==> src/rtl/dmem_pkg.sv <==
// Shared definitions for the RV64I load/store sequencer: funct3 encodings,
// FSM state type, latched request record and the natural-alignment rule.
package dmem_pkg;

    localparam logic [2:0] LS_B  = 3'b000;
    localparam logic [2:0] LS_H  = 3'b001;
    localparam logic [2:0] LS_W  = 3'b010;
    localparam logic [2:0] LS_D  = 3'b011;
    localparam logic [2:0] LS_BU = 3'b100;
    localparam logic [2:0] LS_HU = 3'b101;
    localparam logic [2:0] LS_WU = 3'b110;

    typedef enum logic [1:0] {
        IDLE     = 2'd0,
        LD_WAIT  = 2'd1,
        ST_MERGE = 2'd2
    } dmem_state_t;

    // Request fields captured when a two-cycle access is accepted.
    typedef struct packed {
        logic [2:0]  funct3;
        logic [2:0]  off;
        logic [63:0] wdata;
    } dmem_req_t;

    // size is funct3[1:0]: 0 byte, 1 half, 2 word, 3 double.
    function automatic logic is_aligned(input logic [1:0] size, input logic [2:0] off);
        logic ok;
        case (size)
            2'd0:    ok = 1'b1;
            2'd1:    ok = (off[0] == 1'b0);
            2'd2:    ok = (off[1:0] == 2'b00);
            default: ok = (off == 3'b000);
        endcase
        return ok;
    endfunction

endpackage

==> src/rtl/dmem_if.sv <==
// Pipeline-side MEM-stage bus between the core and the load/store sequencer.
interface dmem_if;

    // Handshake: MemRead_M/MemWrite_M act as the request valid; Stall_M=0 is
    // ready. While Stall_M=1 the master must hold every request field stable;
    // the request completes in the first cycle Stall_M=0 is seen with it.
    logic        MemRead_M;
    logic        MemWrite_M;
    logic [2:0]  Funct3_M;
    logic [63:0] ALUResult_M;
    logic [63:0] WriteData_M;
    logic [63:0] ReadData_M;
    logic        Stall_M;
    logic        Misalign_M;

    modport master (
        output MemRead_M,
        output MemWrite_M,
        output Funct3_M,
        output ALUResult_M,
        output WriteData_M,
        input  ReadData_M,
        input  Stall_M,
        input  Misalign_M
    );

    modport slave (
        input  MemRead_M,
        input  MemWrite_M,
        input  Funct3_M,
        input  ALUResult_M,
        input  WriteData_M,
        output ReadData_M,
        output Stall_M,
        output Misalign_M
    );

endinterface

==> src/rtl/dmem_lane.sv <==
// Combinational byte-lane logic: sub-word load extract/extend and
// sub-word store merge into a previously read doubleword.
module dmem_lane
    import dmem_pkg::*;
(
    input  logic [2:0]  funct3_i,
    input  logic [2:0]  off_i,
    input  logic [63:0] rdata_i,
    input  logic [63:0] wdata_i,
    output logic [63:0] load_o,
    output logic [63:0] merge_o
);

    function automatic logic [63:0] load_extend(input logic [63:0] dw,
                                                input logic [2:0]  f3,
                                                input logic [2:0]  off);
        logic [63:0] sh;
        logic [63:0] res;
        sh = dw >> {off, 3'b000};
        case (f3)
            LS_B:    res = {{56{sh[7]}},  sh[7:0]};
            LS_H:    res = {{48{sh[15]}}, sh[15:0]};
            LS_W:    res = {{32{sh[31]}}, sh[31:0]};
            LS_BU:   res = {56'd0, sh[7:0]};
            LS_HU:   res = {48'd0, sh[15:0]};
            LS_WU:   res = {32'd0, sh[31:0]};
            default: res = sh;
        endcase
        return res;
    endfunction

    // Bytes off..off+size-1 come from the right-aligned store data.
    function automatic logic [63:0] store_merge(input logic [63:0] dw,
                                                input logic [63:0] wd,
                                                input logic [1:0]  size,
                                                input logic [2:0]  off);
        logic [7:0]  be;
        logic [63:0] wsh;
        logic [63:0] res;
        case (size)
            2'd0:    be = 8'h01;
            2'd1:    be = 8'h03;
            2'd2:    be = 8'h0F;
            default: be = 8'hFF;
        endcase
        be  = be << off;
        wsh = wd << {off, 3'b000};
        for (int i = 0; i < 8; i++) begin
            res[8*i +: 8] = be[i] ? wsh[8*i +: 8] : dw[8*i +: 8];
        end
        return res;
    endfunction

    always_comb begin
        load_o  = load_extend(rdata_i, funct3_i, off_i);
        merge_o = store_merge(rdata_i, wdata_i, funct3_i[1:0], off_i);
    end

endmodule

==> src/rtl/dmem_ctrl.sv <==
// Load/store sequencer between EX/MEM and a single-port, word-addressed,
// synchronous-read 64-bit data memory without byte enables.
module dmem_ctrl
    import dmem_pkg::*;
#(
    parameter int ADDR_W = 10,
    parameter int CNT_W  = 32
) (
    input  logic              clk,
    input  logic              reset,
    dmem_if.slave             bus,
    output logic [CNT_W-1:0]  StallCnt,
    output logic [ADDR_W-1:0] mem_addr,
    output logic              mem_we,
    output logic [63:0]       mem_wdata,
    input  logic [63:0]       mem_rdata,
    output dmem_state_t       dbg_state_o
);

    dmem_state_t      state_q, state_d;
    dmem_req_t        req_q, req_d;
    logic [CNT_W-1:0] stall_cnt_q, stall_cnt_d;

    logic        req_any;
    logic        req_store;
    logic        req_dword;
    logic [2:0]  req_off;
    logic        req_ok;
    logic        stall;
    logic        misalign;
    logic        we;
    logic [63:0] wdata;
    logic [63:0] rdata;
    logic [63:0] lane_load;
    logic [63:0] lane_merge;
    logic        unused_addr_bits;

    // Upper address bits fall outside the memory and simply wrap.
    assign mem_addr         = bus.ALUResult_M[ADDR_W+2:3];
    assign unused_addr_bits = ^bus.ALUResult_M[63:ADDR_W+3];

    assign req_any   = bus.MemWrite_M | bus.MemRead_M;
    assign req_store = bus.MemWrite_M;
    assign req_dword = (bus.Funct3_M[1:0] == LS_D[1:0]);
    assign req_off   = bus.ALUResult_M[2:0];
    assign req_ok    = is_aligned(bus.Funct3_M[1:0], req_off);

    dmem_lane u_lane (
        .funct3_i (req_q.funct3),
        .off_i    (req_q.off),
        .rdata_i  (mem_rdata),
        .wdata_i  (req_q.wdata),
        .load_o   (lane_load),
        .merge_o  (lane_merge)
    );

    always_comb begin
        state_d  = state_q;
        req_d    = req_q;
        stall    = 1'b0;
        misalign = 1'b0;
        we       = 1'b0;
        wdata    = 64'd0;
        rdata    = 64'd0;
        case (state_q)
            IDLE: begin
                if (req_any) begin
                    if (!req_ok) begin
                        misalign = 1'b1;
                    end else if (req_store && req_dword) begin
                        we    = 1'b1;
                        wdata = bus.WriteData_M;
                    end else begin
                        // Loads and sub-word stores both need the doubleword first.
                        stall   = 1'b1;
                        req_d   = '{funct3: bus.Funct3_M, off: req_off, wdata: bus.WriteData_M};
                        state_d = req_store ? ST_MERGE : LD_WAIT;
                    end
                end
            end
            LD_WAIT: begin
                rdata   = lane_load;
                state_d = IDLE;
            end
            ST_MERGE: begin
                we      = 1'b1;
                wdata   = lane_merge;
                state_d = IDLE;
            end
            default: state_d = IDLE;
        endcase
        if (reset) begin
            stall    = 1'b0;
            misalign = 1'b0;
            we       = 1'b0;
            wdata    = 64'd0;
            rdata    = 64'd0;
        end
    end

    always_comb begin
        stall_cnt_d = stall_cnt_q;
        if (stall && (stall_cnt_q != {CNT_W{1'b1}})) begin
            stall_cnt_d = stall_cnt_q + CNT_W'(1);
        end
    end

    always_ff @(posedge clk) begin
        if (reset) begin
            state_q     <= IDLE;
            req_q       <= '0;
            stall_cnt_q <= '0;
        end else begin
            state_q     <= state_d;
            req_q       <= req_d;
            stall_cnt_q <= stall_cnt_d;
        end
    end

    assign bus.Stall_M    = stall;
    assign bus.Misalign_M = misalign;
    assign bus.ReadData_M = rdata;
    assign mem_we         = we;
    assign mem_wdata      = wdata;
    assign StallCnt       = stall_cnt_q;
    assign dbg_state_o    = state_q;

endmodule

==> src/flat_wrapper.sv <==
// flat-port wrapper written by rule: the top's interface ports become plain ports
module dmem_ctrl_flat import dmem_pkg::*;
#(
    parameter int ADDR_W = 10,
    parameter int CNT_W  = 32
)
  (clk, reset, StallCnt, mem_addr, mem_we, mem_wdata, mem_rdata, dbg_state_o, bus_MemRead_M, bus_MemWrite_M, bus_Funct3_M, bus_ALUResult_M, bus_WriteData_M, bus_ReadData_M, bus_Stall_M, bus_Misalign_M);
  dmem_if bus_i ();
  input  logic clk;
  input  logic reset;
  output logic [CNT_W-1:0] StallCnt;
  output logic [ADDR_W-1:0] mem_addr;
  output logic mem_we;
  output logic [63:0] mem_wdata;
  input  logic [63:0] mem_rdata;
  output dmem_state_t dbg_state_o;
  input wire logic [$bits(bus_i.MemRead_M)-1:0] bus_MemRead_M;
  input wire logic [$bits(bus_i.MemWrite_M)-1:0] bus_MemWrite_M;
  input wire logic [$bits(bus_i.Funct3_M)-1:0] bus_Funct3_M;
  input wire logic [$bits(bus_i.ALUResult_M)-1:0] bus_ALUResult_M;
  input wire logic [$bits(bus_i.WriteData_M)-1:0] bus_WriteData_M;
  output wire logic [$bits(bus_i.ReadData_M)-1:0] bus_ReadData_M;
  output wire logic [$bits(bus_i.Stall_M)-1:0] bus_Stall_M;
  output wire logic [$bits(bus_i.Misalign_M)-1:0] bus_Misalign_M;
  assign bus_i.MemRead_M = bus_MemRead_M;
  assign bus_i.MemWrite_M = bus_MemWrite_M;
  assign bus_i.Funct3_M = bus_Funct3_M;
  assign bus_i.ALUResult_M = bus_ALUResult_M;
  assign bus_i.WriteData_M = bus_WriteData_M;
  assign bus_ReadData_M = bus_i.ReadData_M;
  assign bus_Stall_M = bus_i.Stall_M;
  assign bus_Misalign_M = bus_i.Misalign_M;
  dmem_ctrl #(.ADDR_W(ADDR_W), .CNT_W(CNT_W)) u_core (.clk(clk), .reset(reset), .bus(bus_i), .StallCnt(StallCnt), .mem_addr(mem_addr), .mem_we(mem_we), .mem_wdata(mem_wdata), .mem_rdata(mem_rdata), .dbg_state_o(dbg_state_o));
endmodule
==> config.mk <==
export PLATFORM = sky130hd
export DESIGN_NAME = dmem_ctrl_flat
export DESIGN_NICKNAME = d
export VERILOG_FILES = /design/src/rtl/dmem_pkg.sv /design/src/rtl/dmem_if.sv /design/src/rtl/dmem_lane.sv /design/src/rtl/dmem_ctrl.sv /design/src/flat_wrapper.sv
export SDC_FILE = /design/constraint.sdc
export NUM_CORES = 1
export LEC_CHECK = 0
export ABC_AREA = 0
export BUFFER_PORTS_ARGS = -buffer_cell sky130_fd_sc_hd__buf_2
export CORE_MARGIN = 2
export CORE_UTILIZATION = 40
export DETAILED_ROUTE_END_ITERATION = 6
export GPL_TIMING_DRIVEN = 0
export PLACE_DENSITY = 0.65
export SYNTH_ARGS = -nofsm -noshare
export SYNTH_HDL_FRONTEND = slang
export SYNTH_HIERARCHICAL = 1
export SYNTH_SLANG_ARGS = --single-unit
==> constraint.sdc <==
create_clock -name clk -period 2.7 [get_ports clk]
set_input_delay 0.54 -clock clk [delete_from_list [all_inputs] [get_ports clk]]
set_output_delay 0.54 -clock clk [all_outputs]
set_load 0.02 [all_outputs]
# Yosys cells after proc, flatten, opt, wreduce, memory -nomap -nowiden
# Cells that the tools add are included.
# classes
shifts	3
bitwise	4
n_mux	33
n_eq_ne	13
reduce_logical	11
addsub	1
# op_table
cell	n
$mux W64	6
$pmux W64 S6	1
$pmux W64 S2	1
$mux W8	8
$shl A64 B6 Y64	1
$shr A64 B6 Y64	1
$add A32 B1 Y32 const B	1
$ne A32 B32 Y1 const B	1
$pmux W8 S3	1
$mux W1	13
$eq A3 B3 Y1 const B	3
$eq A2 B2 Y1 const B	4
$logic_not A2 Y1	4
$shl A8 B3 Y8	1
$eq A2 B1 Y1 const B	3
$logic_not A3 Y1	2
$reduce_and A4 Y1	1
$eq A3 B1 Y1 const B	1
$eq A3 B2 Y1 const B	1
$not A1 Y1	3
$pmux W1 S3	1
$reduce_and A3 Y1	1
$logic_and A1 B1 Y1	2
$mux W2	1
other kinds (3)	3
# totals
output_inout_bits	175
in_bits	199
regBits	104

# Depth between registers and ports, before layout
# Gate-level depths: netlist of the first run.
# logic_depth
depth_word	8
ltp_mapped	10
ltp_nobuf	6

# Hierarchy
# The synthesis of the first run kept the hierarchy.
# modules_own_cells
module	instances	cells_per_inst	seq_area_each_um2	area_each_um2
dmem_ctrl	1	762	2082.0	5559.1
dmem_lane	1	575	0.0	4835.9

# Least setup slack after synthesis of the first run
# OpenSTA, ideal clock, no wires.
# synth_timing
kind	input to output
startpoint	input bus_Funct3_M[1]
endpoint	output mem_wdata[10]
stages	7
t_arrival_ps	2135
slack_ps	25
t_required_ps	2160
path_cell_list	a21o_1 -> a211oi_4 -> nor3b_1 -> buf_2 -> buf_2 -> a22oi_1 -> nor2_1
# synth_via
elab_chain_len	7
word_cells_on_any_way	11
cone_classes	eq/ne (3); mux (6); reduce/logical (2)
# synth_rtl
item	line_no	text
from (decl)	flat_wrapper.sv:19	input wire logic [$bits(bus_i.Funct3_M)-1:0] bus_Funct3_M;
$eq A2 B2 Y1	dmem_ctrl.sv:44	assign req_dword = (bus.Funct3_M[1:0] == LS_D[1:0]);
$logic_and A1 B1 Y1	dmem_ctrl.sv:70	end else if (req_store && req_dword) begin
$mux W64	dmem_ctrl.sv:70	
$mux W64 (*)	dmem_ctrl.sv:68	if (!req_ok) begin
$mux W64 (*)	dmem_ctrl.sv:67	if (req_any) begin
$pmux W64 S2 (*)	dmem_ctrl.sv:65	case (state_q)
$mux W64 (*)	dmem_ctrl.sv:92	if (reset) begin
to (decl)	flat_wrapper.sv:14	output logic [63:0] mem_wdata;
# Mark *: on every way between the ends. The rest lies on a longest branch, timed or not.

# Final worst setup path of the first run
# layout_timing
startpoint	register u_core/req_q[65] (netlist bit)
endpoint	output mem_wdata[38]
# layout_via
elab_chain_len	4
word_cells_on_any_way	5
cone_classes	shift (2); mux (3)
# layout_rtl
item	line_no	text
from (decl)	dmem_ctrl.sv:21	dmem_req_t req_q, req_d;
from (signal assigned)	dmem_ctrl.sv:115	req_q <= req_d;
$shl A64 B6 Y64 or $shl A8 B3 Y8 (tied branches)	dmem_lane.sv:47, dmem_lane.sv:46	
$mux W8 (*)	dmem_lane.sv:49	res[8*i +: 8] = be[i] ? wsh[8*i +: 8] : dw[8*i +: 8];
net u_core.lane_merge[38]	dmem_ctrl.sv:35	logic [63:0] lane_merge;
$pmux W64 S2 (*)	dmem_ctrl.sv:65	
$mux W64 (*)	dmem_ctrl.sv:92	
# Mark *: on every way through the listed nets, which the timed path passes. The rest lies on a longest branch.

==> metrics, run 1 <==
routed via count divided by cell count=6.30; Reg2Reg Launch Point=u_core/StallCnt[0]; category of the worst setup path launch point=flop; Core Rows=59; GRT overflow=0; Net Switching=0.00296 W; multi-input combinational cell area=9060 sq um; clock buffers created by TritonCTS=9; Routed Antenna Nets=0; leading area contributor after synthesis=sky130_fd_sc_hd__dfxtp_1; Synth Area per Inst=7.77 sq um; proportion of total power due to net switching=0.416; count of fill cells added during filler insertion=2175; number of standard cells in the layout, taps in and fillers out=2075; TritonCTS clock tree=done; EDFF count, synth=0; setup skew after layout=0.00970 ns; worst hold path endpoint=u_core/dbg_state_o[0]; worst path required time=2.16 ns; Synth Net Count=1537; sequential share of the synthesized area=0.200; flop2flop setup slack=0.18 ns; Worst VDD drop=420 uV; CTS Sinks=104; worst skew pair latency=0.36 ns; number of global-route vias before repair=11800; Least-Margin Pin Slew=0.830 ns; layout cell share with drive strength beyond 1=0.480; Synth-to-Final Area Change=54.6%; max-capacitance violation count=0; part of the total power dissipated in sequential elements=0.266; Clk pwr share=0.189; post-synthesis instance total=1337; violated checks=negative setup slack; violation count after the first detailed-route iteration=1536; internal power summed over all cells=0.00416 W; Port Buf Inserts=312; Synth area leaders=sky130_fd_sc_hd__dfxtp_1, sky130_fd_sc_hd__mux4_2, sky130_fd_sc_hd__mux2i_1; commonest cells in the netlist=sky130_fd_sc_hd__nor2_1, sky130_fd_sc_hd__nand2_1, sky130_fd_sc_hd__dfxtp_1, sky130_fd_sc_hd__a21oi_1, sky130_fd_sc_hd__mux2i_1; most numerous cell in the Yosys netlist=sky130_fd_sc_hd__nor2_1; post-synth design cell area=10400 sq um; WHS Path Cells=2; final critical delay including setup and external delays=3.06 ns; minimum hold slack=0.403 ns; share of the clock period used by the worst path after layout=1.14; number of buffers inserted by hold repair at cts=0; startpoint of the lowest-slack hold path=bus_MemWrite_M; number of iterations in the first detailed-routing pass=6; Final Hold Violating Endpoints=0; number of antenna violations at the first check in global routing=1; #FFs+latches synth=104; Root Driver=sky130_fd_sc_hd__clkbuf_16; vias after detailed routing=13100; asr flop ratio synth=0; Vert. Die Dim=165 microns; H-tree levels=3; global-route usage over all layers=0.359; Hold WC Path Type=input pin to flop; Distinct cells, synth=71; number of cells on the worst reg-to-reg path=7; sort of element at the end of the critical path=output pin; leakage power=6.59 nW; final count of pins violating max slew=0; die area=27300 sq um; Final setup viols=127; Max Clock Freq=326 MHz; Horiz. Die Dim=165 microns; capturing point of the worst reg2reg path=u_core/StallCnt[1]; placed cell count=1984; share of the synthesized area in the top cell type=0.200; RePlAce Congestion=0.992; status=complete, but fails checks; Ys Warns=6; global-route wire length before repair=72700 microns; final setup slack of the worst path=-0.365 ns; DRT Wirelength=52200 microns; number of nets at the end of the flow=1934; worst setup path class=flop to output pin; effective utilization at floorplan=0.403; HPWL after detailed placement=38900 microns; worst-case clock buffer depth=2; worst relative slew slack=0.444; Power Density=443 nW/um^2; dominant register cell in the synthesized netlist=sky130_fd_sc_hd__dfxtp_1; peak fanout along the critical path=10; Remaining DRCs=0; Combinational Power Share=0.544; number of ports placed on the die boundary=374; maximum number of pins on one net before global-route repair=21; RSZ-0062 raised after global routing=yes; clock transition at the registers of the reported paths=0.08 ns; average detailed-routed wire length per instance=25.1 microns; placeable core region=25800 sq um; Sequential Area=2090 sq um; worst path arrival time=2.52 ns
-- timing repair --
item	CTS	global route
resized for setup	441	243
pin swaps	41	50
endpoints found under the hold margin	0	0
setup endpoints to repair	132	131
buffers inserted	41	21
gates cloned	10	9
-- registers in the layout, summed over array words and instances (netlist names) --
register / cells
u_core/req_q: 70
u_core/StallCnt: 32
u_core/dbg_state_o: 2
-- power groups by stage --
stage | combinational (W) | clock, W | sequential, W
6_report | 0.00387 | 0.00135 | 0.00190
5_1_grt | 0.00400 | 0.00142 | 0.00190
4_1_cts | 0.00327 | 0.00135 | 0.00186
3_5_place_dp | 0.00249 | 0 | 0.00186
3_3_place_gp | 0.00248 | 0 | 0.00186
2_1_floorplan | 0.00168 | 0 | 0.00177
-- through the flow --
step	utilization	total power (W)	setup TNS, ns	worst slack, ns	cell area (sq um)
after CTS	0.578	0.00648	-20.02	-0.293	14900
after global routing	0.624	0.00732	-34.45	-0.391	16100
after floorplan	-	0.00345	0	0.0253	10400
after detailed placement	0.481	0.00436	-53.13	-0.675	12400
final	0.624	0.00711	-26.22	-0.365	16100
after global placement	0.480	0.00434	-84.52	-0.900	12400
-- worst max-delay path by stage --
stage,startpoint,endpoint,cells past startpoint
after floorplan,bus_Funct3_M[1],mem_wdata[10],7
after global placement,reset,bus_ReadData_M[3],6
after detailed placement,reset,bus_Stall_M,10
after CTS,u_core/req_q[64],mem_wdata[32],8
after global routing,u_core/req_q[65],mem_wdata[33],9
final,u_core/req_q[65],mem_wdata[38],10
-- cells by family after synthesis --
family,Yosys count,share of synthesized area
AO/OA/AOI/OAI,308,0.197
adder cells (fa/ha/maj),1,0.00120
buffers and inverters,147,0.0798
flip-flops,104,0.200
multiplexers,185,0.248
AND/OR/NAND/NOR,592,0.274
-- critical path: stages (launching register included) --
cell                      delay, ns
sky130_fd_sc_hd__dfxtp_2       0.34
sky130_fd_sc_hd__buf_6         0.14
sky130_fd_sc_hd__buf_12        0.15
sky130_fd_sc_hd__a21oi_4       0.16
sky130_fd_sc_hd__o32ai_4       0.17
sky130_fd_sc_hd__buf_6         0.17
sky130_fd_sc_hd__o211a_1       0.20
sky130_fd_sc_hd__a221o_1       0.37
sky130_fd_sc_hd__a22oi_2       0.21
sky130_fd_sc_hd__nor2_1        0.07
sky130_fd_sc_hd__buf_4         0.17
-- placed cells by master (no fill, tap or decap), drive strengths merged, types with 13 or more instances in the layout --
cell type and n:
a21oi 101, a22oi 72, and2 64, buf 461, clkbuf 70, dfxtp 104, inv 13, mux2 49
mux2i 83, mux4 53, nand2 179, nand2b 13, nand3 23, nand4 47, nor2 187, nor2b 19
o21ai 50
-- metal layers --
metal  part of all wire  vias to the layer above  global-route usage
li1                   -                     5695                   -
met1               0.38                     6181               0.461
met2               0.44                      965               0.561
met3               0.11                      222              0.0774
met4              0.060                        2               0.194
met5             0.0010                        -                   0
-- area by class of cell --
class	count	area share
Clock buffer	9	0.0140
Clock inverter	7	0.00428
Multi-Input combinational cell	1086	0.564
Sequential cell	104	0.130
Tap cell	335	0.0261
Buffer	134	0.0738
Inverter	9	0.00210
Antenna cell	1	0.000156
Timing Repair Buffer	390	0.186
Power figures use the tool's default switching activity.
==> run 2, diff against run 1 <==
--- a/config.mk
+++ b/config.mk
@@ -13,4 +13,5 @@
 export GPL_TIMING_DRIVEN = 0
 export PLACE_DENSITY = 0.65
+export RECOVER_POWER = 100
 export SYNTH_ARGS = -nofsm -noshare
 export SYNTH_HDL_FRONTEND = slang
==> constraint.sdc (replaced) <==
create_clock -name clk -period 2.7 [get_ports clk]
set_input_delay 0 -clock clk [delete_from_list [all_inputs] [get_ports clk]]
set_output_delay 0 -clock clk [all_outputs]
set_load 0.02 [all_outputs]
==> run 2 against run 1 <==
  * The run now ends clean
  * Largest power group unchanged
  * Wire length is 5.5% lower
  * Sequential share of layout area is 2.1 points higher
  * Non-clock buffer count is 3 higher
==> metrics, run 2 (synthesis gave the netlist of run 1 again) <==
status=finished, final reports clean (was complete, but fails checks); flop2flop setup slack=0.17 ns (was 0.18 ns); post-route setup TNS=0 ns (was -26.22 ns); DRT Wirelength=49300 microns (was 52200 microns); placeable core region=25800 sq um (unchanged); share of the clock period used by the worst path after layout=0.990 (was 1.14); RSZ-0062 raised after global routing=yes (unchanged); vias after detailed routing=12600 (was 13100); Largest register FFs=70 (unchanged); effective utilization at floorplan=0.403 (unchanged); worst path arrival time=2.67 ns (was 2.52 ns); Max Clock Freq=374 MHz (was 326 MHz); layout cell share with drive strength beyond 1=0.301 (was 0.480); category of the worst setup path launch point=flop (unchanged); register with the highest flop count=u_core/req_q (unchanged); number of standard cells in the layout, taps in and fillers out=2080 (was 2075); number of ports placed on the die boundary=374 (unchanged); worst-case clock buffer depth=2 (unchanged); sort of element at the end of the critical path=output pin (unchanged); Remaining DRCs=0 (unchanged); TritonCTS clock tree=done (unchanged); violation count after the first detailed-route iteration=1562 (was 1536); Placement Setup Slack=0.00178 ns (was -0.675 ns); HPWL after detailed placement=38900 microns (unchanged); peak fanout along the critical path=11 (was 10); H-tree levels=3 (unchanged); Root Driver=sky130_fd_sc_hd__clkbuf_16 (unchanged); Horiz. Die Dim=165 microns (unchanged); global-route wire length before repair=70500 microns (was 72700 microns); clock transition at the registers of the reported paths=0.08 ns (about the same); Hold WC Path Type=input pin to flop (unchanged); leakage power=5.67 nW (was 6.59 nW); count of fill cells added during filler insertion=2535 (was 2175); number of iterations in the first detailed-routing pass=7 (was 6); number of global-route vias before repair=11500 (was 11800); GRT overflow=0 (unchanged); met1 global-route usage=0.449 (was 0.461); Vert. Die Dim=165 microns (unchanged); met2 Usage GRT=0.550 (was 0.561); number of antenna violations at the first check in global routing=4 (was 1); RePlAce Congestion=0.992 (unchanged); final core utilization=0.536 (was 0.624); global-route usage over all layers=0.346 (was 0.359); worst skew pair latency=0.36 ns (about the same); maximum number of pins on one net before global-route repair=21 (unchanged); met3 usage in global routing=0.0662 (was 0.0774); Core Rows=59 (unchanged); average detailed-routed wire length per instance=23.7 microns (was 25.1 microns); CTS Sinks=104 (unchanged); worst path required time=2.70 ns (was 2.16 ns); routed via count divided by cell count=6.08 (was 6.30); sum of internal, switching and leakage power=0.00604 W (was 0.00711 W); final critical delay including setup and external delays=2.67 ns (was 3.06 ns); Worst VDD drop=408 uV (was 420 uV); worst relative slew slack=0.448 (was 0.444); GRT busiest layer=met2 (unchanged); Least-Margin Pin Slew=0.824 ns (was 0.830 ns); Synth-to-Final Area Change=32.7% (was 54.6%); Final Hold Violating Endpoints=0 (unchanged); setup skew after layout=0.00907 ns (was 0.00970 ns); Port Buf Inserts=312 (unchanged); number of nets at the end of the flow=1938 (was 1934); die area=27300 sq um (unchanged); placed cell count=1984 (unchanged); final count of pins violating max slew=0 (unchanged); clock buffers created by TritonCTS=9 (unchanged); final setup slack of the worst path=0.0266 ns (was -0.365 ns); Power Density=438 nW/um^2 (was 443 nW/um^2); Routed Antenna Nets=0 (unchanged); most frequent cells in the layout=sky130_fd_sc_hd__buf_2, sky130_fd_sc_hd__nor2_1, sky130_fd_sc_hd__nand2_1 (unchanged); max-capacitance violation count=0 (unchanged); worst setup path class=flop to output pin (unchanged); most common library cell in the layout ignoring fill and taps=sky130_fd_sc_hd__buf_2 (unchanged); Final setup viols=0 (was 127)
-- run 2: cell types whose count changed in the layout (fill, tap and decap cells not counted), sizes merged --
cell         before  now
buf             461  345
clkbuf           70  121
diode             1    2
dlygate4sd3       0   70
bufbuf            2    0
o32ai             1    2
-- run 2: power breakdown --
part           switching, W  total, W  internal [W]
Combinational       0.00165   0.00285       0.00120
Sequential         0.000200   0.00185       0.00165
Clock              0.000677   0.00133      0.000654
Total               0.00253   0.00604       0.00351
-- run 2: metrics by stage --
stage | hold WS [ns] | area [sq um]
3_3_place_gp | 0.218 | 12400
6_report | 0.0139 | 13800
3_5_place_dp | 0.218 | 12400
4_1_cts | 0.00560 | 13500
5_1_grt | 0.0203 | 13800
2_1_floorplan | 0.0724 | 10400
-- run 2: area by class of cell --
type,count,area [sq um],share of cell area
repair buffers,389,2270,0.165
clock buffers,9,225,0.0163
diodes,2,5.00,0.000363
plain buffers,138,888,0.0644
multi-input cells,1087,7800,0.566
flip-flops and latches,104,2080,0.151
well taps,335,419,0.0304
inverters,9,33.8,0.00245
clock inverters,7,68.8,0.00499
-- run 2: worst paths after layout --
check,startpoint,endpoint,depth (start not counted)
worst max-delay path,u_core/req_q[65],mem_wdata[38],10
worst min-delay path,bus_Funct3_M[0],u_core/req_q[67],3
worst max register to register,u_core/dbg_state_o[0],u_core/StallCnt[29],8
worst min register to register,u_core/req_q[66],u_core/req_q[66],2
-- run 2: repair_timing --
action,4_1_cts,5_1_grt
pin swaps,1,5
endpoints found under the hold margin,71,0
gates cloned,0,2
resized for setup,29,61
hold buffers,70,0
endpoints found under the setup margin,33,69
buffers inserted,1,5
-- run 2: critical path, stage by stage, from the launching register on --
cell,delay (ns)
sky130_fd_sc_hd__dfxtp_1,0.32
sky130_fd_sc_hd__buf_6,0.15
sky130_fd_sc_hd__buf_6,0.16
sky130_fd_sc_hd__a21oi_2,0.30
sky130_fd_sc_hd__o32ai_4,0.20
sky130_fd_sc_hd__buf_4,0.18
sky130_fd_sc_hd__o211a_1,0.20
sky130_fd_sc_hd__a221o_1,0.36
sky130_fd_sc_hd__a22oi_1,0.20
sky130_fd_sc_hd__nor2_1,0.06
sky130_fd_sc_hd__buf_2,0.17
-- run 2: layer usage --
layer	share of wire	vias to the layer above
met2	0.45	865
met4	0.050	0
met1	0.39	5921
li1	-	5693
met5	0	-
met3	0.11	158
